`config.mk`:
```
export PLATFORM = sky130hd
export DESIGN_NAME = fpadd_sched_flat
export DESIGN_NICKNAME = d
export VERILOG_FILES = /design/src/rtl/fpadd_sched_if.sv /design/src/rtl/fpadd_sched.sv /design/src/flat_wrapper.sv
export SDC_FILE = /design/constraint.sdc
export NUM_CORES = 1
export LEC_CHECK = 0
export BUFFER_PORTS_ARGS = -buffer_cell sky130_fd_sc_hd__buf_4
export CORE_AREA = 2 2 153 155
export CTS_BUF_LIST = sky130_fd_sc_hd__clkbuf_8
export DETAILED_ROUTE_END_ITERATION = 12
export DIE_AREA = 0 0 155 157
export MAX_ROUTING_LAYER = met4
export SKIP_LAST_GASP = 1
export SLEW_MARGIN = 40
export SYNTH_ARGS = -nofsm -noshare
export SYNTH_HDL_FRONTEND = slang
export SYNTH_SLANG_ARGS = --single-unit
```
`constraint.sdc`:
```
create_clock -name clk -period 3.7 [get_ports clk]
set_input_delay 0.74 -clock clk [delete_from_list [all_inputs] [get_ports clk]]
set_output_delay 0.74 -clock clk [all_outputs]
set_load 0.03 [all_outputs]
```
`src/rtl/fpadd_sched_if.sv`:
```
// Requester-side bus of the fpadd scheduler.
//   req        : one request line per requester, held until its ack
//   dataa_in   : packed operand A, requester i at [32i+31:32i]
//   datab_in   : packed operand B, same packing
//   ack        : one-hot, one-cycle completion pulse
//   result_out : sum, qualified by ack
//   err        : timeout flag, qualified by ack
//   busy       : scheduler is not idle
// master = requester side, slave = scheduler side.
interface fpadd_sched_if #(
    parameter int NREQ = 4
);
    logic [NREQ-1:0]      req;
    logic [32*NREQ-1:0]   dataa_in;
    logic [32*NREQ-1:0]   datab_in;
    logic [NREQ-1:0]      ack;
    logic [31:0]          result_out;
    logic                 err;
    logic                 busy;

    modport master (
        output req, dataa_in, datab_in,
        input  ack, result_out, err, busy
    );

    modport slave (
        input  req, dataa_in, datab_in,
        output ack, result_out, err, busy
    );
endinterface

```
`src/rtl/fpadd_sched.sv`:
```
// Round-robin scheduler sharing one multi-cycle fpadd unit between NREQ
// requesters. The winner's operands are latched, the adder is started with a
// one-cycle add_start pulse, and the sum (or a qNaN on watchdog timeout) is
// returned with a one-cycle ack to the winner.
//   clk, reset  : clock, asynchronous active-high reset
//   bus         : requester bus (req/operands in, ack/result/err/busy out)
//   add_start   : to fpadd reset pin, one pulse per operation
//   add_dataa/b : registered operands to fpadd
//   add_result  : fpadd sum
//   add_done    : fpadd done level, held until the next start
module fpadd_sched #(
    parameter int NREQ    = 4,
    parameter int IDXW    = 2,
    parameter int TIMEOUT = 15
) (
    input  logic         clk,
    input  logic         reset,
    fpadd_sched_if.slave bus,
    output logic         add_start,
    output logic [31:0]  add_dataa,
    output logic [31:0]  add_datab,
    input  logic [31:0]  add_result,
    input  logic         add_done
);

    localparam int unsigned N    = NREQ;
    localparam logic [7:0]  LAST = 8'(TIMEOUT - 1);
    localparam logic [31:0] QNAN = 32'h7FC0_0000;

    typedef enum logic [1:0] {IDLE, START, WAIT, ACK} state_t;

    state_t            state, state_nx;
    logic [IDXW-1:0]   rr_ptr;
    logic [IDXW-1:0]   gidx;
    logic [IDXW-1:0]   winner;
    logic [IDXW-1:0]   cand;
    logic              found;
    logic [7:0]        count;
    logic [31:0]       result_q;
    logic              err_q;
    logic [31:0]       opa [NREQ];
    logic [31:0]       opb [NREQ];

    always_comb begin
        for (int unsigned i = 0; i < N; i++) begin
            opa[i] = bus.dataa_in[32*i +: 32];
            opb[i] = bus.datab_in[32*i +: 32];
        end
    end

    // First requester after rr_ptr, wrapping; rr_ptr itself is checked last.
    always_comb begin
        found  = 1'b0;
        winner = rr_ptr;
        cand   = '0;
        for (int unsigned k = 1; k <= N; k++) begin
            cand = IDXW'((32'(rr_ptr) + k) % N);
            if (!found && bus.req[cand]) begin
                found  = 1'b1;
                winner = cand;
            end
        end
    end

    always_ff @(posedge clk or posedge reset) begin
        if (reset) state <= IDLE;
        else       state <= state_nx;
    end

    // add_done is only looked at in WAIT: in START it may still be the stale
    // level left over from the previous operation.
    always_comb begin
        state_nx = state;
        case (state)
            IDLE:    if (found) state_nx = START;
            START:   state_nx = WAIT;
            WAIT:    if (add_done || count == LAST) state_nx = ACK;
            ACK:     state_nx = IDLE;
            default: state_nx = IDLE;
        endcase
    end

    always_ff @(posedge clk or posedge reset) begin
        if (reset) begin
            rr_ptr    <= IDXW'(NREQ - 1);
            gidx      <= '0;
            add_dataa <= '0;
            add_datab <= '0;
            count     <= '0;
            result_q  <= '0;
            err_q     <= 1'b0;
        end else begin
            case (state)
                IDLE: begin
                    if (found) begin
                        gidx      <= winner;
                        rr_ptr    <= winner;
                        add_dataa <= opa[winner];
                        add_datab <= opb[winner];
                    end
                end
                START: count <= '0;
                WAIT: begin
                    if (add_done) begin
                        result_q <= add_result;
                        err_q    <= 1'b0;
                    end else if (count == LAST) begin
                        result_q <= QNAN;
                        err_q    <= 1'b1;
                    end else begin
                        count <= count + 8'd1;
                    end
                end
                default: ;
            endcase
        end
    end

    always_comb begin
        bus.ack = '0;
        if (state == ACK) bus.ack[gidx] = 1'b1;
    end

    assign add_start      = (state == START);
    assign bus.busy       = (state != IDLE);
    assign bus.result_out = result_q;
    assign bus.err        = err_q;

endmodule

```
`src/flat_wrapper.sv`:
```
// flat-port wrapper written by rule: the top's interface ports become plain ports
module fpadd_sched_flat 
#(
    parameter int NREQ    = 4,
    parameter int IDXW    = 2,
    parameter int TIMEOUT = 15
)
  (clk, reset, add_start, add_dataa, add_datab, add_result, add_done, bus_req, bus_dataa_in, bus_datab_in, bus_ack, bus_result_out, bus_err, bus_busy);
  fpadd_sched_if #(.NREQ(NREQ)) bus_i ();
  input  logic clk;
  input  logic reset;
  output logic add_start;
  output logic [31:0] add_dataa;
  output logic [31:0] add_datab;
  input  logic [31:0] add_result;
  input  logic add_done;
  input wire logic [$bits(bus_i.req)-1:0] bus_req;
  input wire logic [$bits(bus_i.dataa_in)-1:0] bus_dataa_in;
  input wire logic [$bits(bus_i.datab_in)-1:0] bus_datab_in;
  output wire logic [$bits(bus_i.ack)-1:0] bus_ack;
  output wire logic [$bits(bus_i.result_out)-1:0] bus_result_out;
  output wire logic [$bits(bus_i.err)-1:0] bus_err;
  output wire logic [$bits(bus_i.busy)-1:0] bus_busy;
  assign bus_i.req = bus_req;
  assign bus_i.dataa_in = bus_dataa_in;
  assign bus_i.datab_in = bus_datab_in;
  assign bus_ack = bus_i.ack;
  assign bus_result_out = bus_i.result_out;
  assign bus_err = bus_i.err;
  assign bus_busy = bus_i.busy;
  fpadd_sched #(.NREQ(NREQ), .IDXW(IDXW), .TIMEOUT(TIMEOUT)) u_core (.clk(clk), .reset(reset), .bus(bus_i), .add_start(add_start), .add_dataa(add_dataa), .add_datab(add_datab), .add_result(add_result), .add_done(add_done));
endmodule
```
# == After elaboration in Yosys (flattened, before gate mapping) ==
# Index checks and enable logic that the tools add are counted.
# word_totals
regBits,111
input_bits,295
latchBits,0
out_inout_bits,103
wordCells,80
ram_bits,0
mem_count,0
mem_bits_ro,0
# classes
n_mul,0
eq_ne,8
order_cmp,7
n_bitwise,1
add_sub_neg,5
reduce_logical,16
div,0
muxes,35
shift,0
# ops
operator,n
$mux 32,6
$bmux 32 s2,2
$mux 8,2
$pmux 8 s2,1
$lt 2x3->1 const B,5
$mux 2,6
$mux 1,11
$add 8x1->8 const B,1
$bmux 1 s2,4
$eq 8x4->1 const B,1
$pmux 2 s4,1
$reduce_and 2->1,3
$reduce_bool 2->1,3
$add 2x1->2 const B,2
$add 2x2->2 const B,2
$eq 2x2->1 const B,2
$logic_and 1x1->1,4
$mux 4,1
$ne 2x1->1 const B,2
$ne 2x2->1 const B,2
$ge 3x3->1 const B,1
$logic_not 1->1,3
$not 2->3,1
$reduce_and 3->1,1
other kinds (5),5

# == Depth between registers and ports, before layout ==
# logic_depth
word_depth,17
ltp_mapped,9
ltp_nobuf,7

# == Worst setup path after synthesis ==
# OpenSTA, ideal clock, no wires.
# synth_path
kind,reg2out
start,register u_core.state[0]
end,output port bus_ack[0]
t_arrival_ns,1.309
slack_ns,1.651
stages_incl_launch_ff,3
required_ns,2.960
n_path_buf,0
cell_sequence,dfrtp_1 -> ha_1 -> nor3b_1
# synth_between
elab_chain_len,2
# synth_rtl
item,line_no,text
"start, declared",fpadd_sched.sv:32,"state_t state, state_nx;"
"start signal, assigned",fpadd_sched.sv:67,else state <= state_nx;
$eq 2x2->1,fpadd_sched.sv:121,if (state == ACK) bus.ack[gidx] = 1'b1;
$mux 4,fpadd_sched.sv:121,
"end, declared",flat_wrapper.sv:20,output wire logic [$bits(bus_i.ack)-1:0] bus_ack;
# Every way passes these cells.

# == Worst setup path in the final report ==
# layout_path
start,register u_core.rr_ptr[0]
end,register u_core.add_datab[4]
# layout_between
elab_chain_len,17
word_cells_on_any_way,31
classes_between,add/sub: 4; mux: 19; bitwise: 1; reduce/logical: 7
# layout_rtl
item,line_no,text
"start, declared",fpadd_sched.sv:33,logic [IDXW-1:0] rr_ptr;
"start signal, assigned",fpadd_sched.sv:85,rr_ptr <= IDXW'(NREQ - 1);
"start signal, assigned",fpadd_sched.sv:97,rr_ptr <= winner;
$add 2x1->2,fpadd_sched.sv:57,cand = IDXW'((32'(rr_ptr) + k) % N);
$bmux 1 s2,fpadd_sched.sv:58,if (!found && bus.req[cand]) begin
$mux 1 (implied by the code),fpadd_sched.sv:58,
$mux 1,fpadd_sched.sv:58,
$logic_not 1->1,fpadd_sched.sv:58,
$logic_and 1x1->1,fpadd_sched.sv:58,
$mux 1,fpadd_sched.sv:58,
$logic_not 1->1,fpadd_sched.sv:58,
$logic_and 1x1->1,fpadd_sched.sv:58,
$mux 1,fpadd_sched.sv:58,
$logic_not 1->1,fpadd_sched.sv:58,
$logic_and 1x1->1,fpadd_sched.sv:58,
$mux 2,fpadd_sched.sv:58,
$not 2->3 (implied by the code),fpadd_sched.sv:99,add_datab <= opb[winner];
$bmux 32 s2,fpadd_sched.sv:99,
$mux 32 (implied by the code) (2 in series),fpadd_sched.sv:99,
"end signal, assigned",fpadd_sched.sv:99,
"end, declared",fpadd_sched.sv:21,"output logic [31:0] add_datab,"
# Several ways; a longest one is shown, not always the timed one. The select of a mux whose other input is x is not followed.
# A chain may end at the register's enable or synchronous reset.

==> impl_metrics.yaml <==
finish:
  drive_gt1_share_pct: 50.49
  fin_util_pct: 42.43
  fin_area_um2: 9548
  area_delta_synth_final_pct: 51.26
  nNetsFinal: 1211
clock_tree:
  clock-sinks: 111
  post_cts_buffers: 0
  cts_root_buffer: "clkbuf_8"
  cts_tree: "done"
  postCtsResizedCells: 0
  cts_htree_levels: 3
  cts-buffers-inserted: 9
  ctsHoldBuffers: 0
  path_clk_slew_ns: 0.12
  cts_buffer_depth: 2
  clock_latency_ns: 0.38
pwr:
  powerDensity_nw_per_um2: 813.6
  irDropWorstVdd_mv: 0.4891
  power.leakage_nw: 4.925
  total_power_mw: 7.769
critical_path:
  required_ns: 3.93
  cpPeakStageDelay_ns: 0.60
  worst_setup_path_start_kind: "flop"
  cp_num_buf_inv: 1
  arrival_ns: 2.85
  critPathMaxFanout: 33
  worstPathCellList: "nand2b_1 > nor2_1 > nor3_1 > nand2b_4 > buf_12 > o221ai_1"
  cp-end-kind: "flop"
  crit_type: "flop to flop"
  critical-path-top-delay-family: "simple AND/OR/NAND/NOR gates"
  slowest_stage: "dfstp_2"
timing:
  clock_skew_ns: 0.01712
  finalHoldViolations: 0
  final.period_utilization_pct: 70.86
  tns_ns: 0
  drv_slew: 0
  slew_headroom_pct: 47.72
  grt_setup_unrepaired: "false"
  max_clock_freq_ghz: 0.3814
  fin_crit_ns: 2.622
  tightest_slew_ns: 0.7841
  setup_viol_count_final: 0
job:
  max_cap_viol_count: 0
detailed_routing:
  detail-route-antenna-nets: 0
  dr.pass1.iters: 4
  via_per_inst: 4.784
  finalWirelength_um: 22410
  drt_iter0_drc: 220
  drc: 0
  num_vias: 5745
  wl_per_cell_um: 18.66
synth:
  synth.distinct_cells: 39
  netlist.area_leader.share_pct: 43.21
  synth_nets: 840
  syn_area_per_cell_um2: 11.71
  netlist_area_um2: 6312
  synth_edf_count: 0
  seq_area_frac_synth_pct: 44.04
  synth_area_leaders: "dfrtp_1 43%, mux2i_1 21%, o221ai_2 7.1%"
  synth_seq_cells: 111
  synth.top_cells.by_count: "130 x mux2i_1, 109 x dfrtp_1, 81 x nand2_1, 34 x o221ai_1, 30 x o221ai_2"
  yosysMostFrequentCell: "mux2i_1"
  synthCells: 539
  synth_area_leader_cell: "dfrtp_1"
  synth_ff_type: "dfrtp_1"
  yosysWarnings: 0
  postSynth.asyncResetShare_pct: 100.0
die:
  io_pins: 398
  die_h_um: 157
  core_um2: 22500
  initial_core_util_pct: 28.05
  die_x_um: 155
  rows: 55
  die-area_um2: 24340
placement:
  gp_congestion: 0.8008
  placed_area_um2: 9366
  portBuffers: 397
  hpwlAfterDp_um: 17000
status:
  status: "finished, final reports clean"
global_route:
  grt_usage_pct: 18.10
  grt_pass1_wl_um: 33060
  grt_overflow: 0
  antenna_found_initial: 1
  grt_max_degree: 71
  grt_pass1_vias: 5813
hold_path:
  worstHoldPathType: "input port to asynchronous set/reset pin"
where the power goes:
part	switching [mW]	internal, mW
registers	0.357	1.80
clock network	0.465	0.256
logic	2.89	2.01
total	3.71	4.06
area by class of cell:
cell class	count	area [um^2]
Fill cell	2209	12950
Clock buffer	9	123.9
Sequential cell	111	2780
Multi-Input combinational cell	377	3118
Antenna cell	1	2.502
Tap cell	285	356.6
Inverter	7	28.78
Clock inverter	7	55.05
Timing Repair Buffer	404	3083
layout by cell type (no fill, tap or decap), types with 6 or more instances in the layout:
master    count
buf_4       400
mux2i_1     130
dfrtp_1     109
nand2_1      80
o221ai_1     34
o221ai_2     30
a22o_1       23
nor2_1       14
clkbuf_8      9
nor2b_1       7
inv_1         7
a21oi_1       7
ha_1          6
metrics by stage:
step	cells	setup slack [ns]	hold WS (ns)
final	1201	1.078	0.3826
after global routing	1201	0.8572	0.3945
after floorplan	539	0.03266	0.4960
after detailed placement	1184	0.7425	0.4750
after CTS	1200	1.069	0.3763
after global placement	1184	0.9652	0.4681
flip-flops by register name, indices dropped and copies added, names as in the netlist:
register               flops
u_core.state               2
u_core.rr_ptr              2
u_core.gidx                2
u_core.add_datab          32
u_core.bus.err             1
u_core.add_dataa          32
u_core.count               8
u_core.bus.result_out     32
per-layer routing:
layer	track usage, %	up-vias	part of all wire [%]
met5	-	-	0
met4	3.571	0	1.0
met3	5.121	16	8.3
met2	31.43	244	51
met1	21.05	2731	39
li1	-	2754	-
final timing paths:
check	start	to	slack [ns]	depth (start not counted)
max	u_core.rr_ptr[0]$_DFFE_PP1P_	u_core.add_datab[4]$_DFFE_PP0P_	1.08	6
min	reset	u_core.add_datab[22]$_DFFE_PP0P_	0.38	2
max reg2reg	u_core.rr_ptr[0]$_DFFE_PP1P_	u_core.add_datab[4]$_DFFE_PP0P_	1.08	6
min reg2reg	u_core.add_dataa[4]$_DFFE_PP0P_	u_core.add_dataa[4]$_DFFE_PP0P_	0.50	2
max in group asynchronous	reset	u_core.rr_ptr[1]$_DFFE_PP1P_	2.49	3
min in group clk	u_core.add_dataa[4]$_DFFE_PP0P_	u_core.add_dataa[4]$_DFFE_PP0P_	0.50	2
cells by family after synthesis:
kind of cell               after synthesis  synth area share, %
muxes                                  130                20.61
AOI/OAI and AO/OA                      112                17.68
adders and majority gates                6                1.189
buffers and inverters                   51                7.057
xor gates and xnor gates                 6               0.8325
and+or+nand+nor                        123                8.583
DFF                                    111                44.04
(Power assumes the default switching activity.)
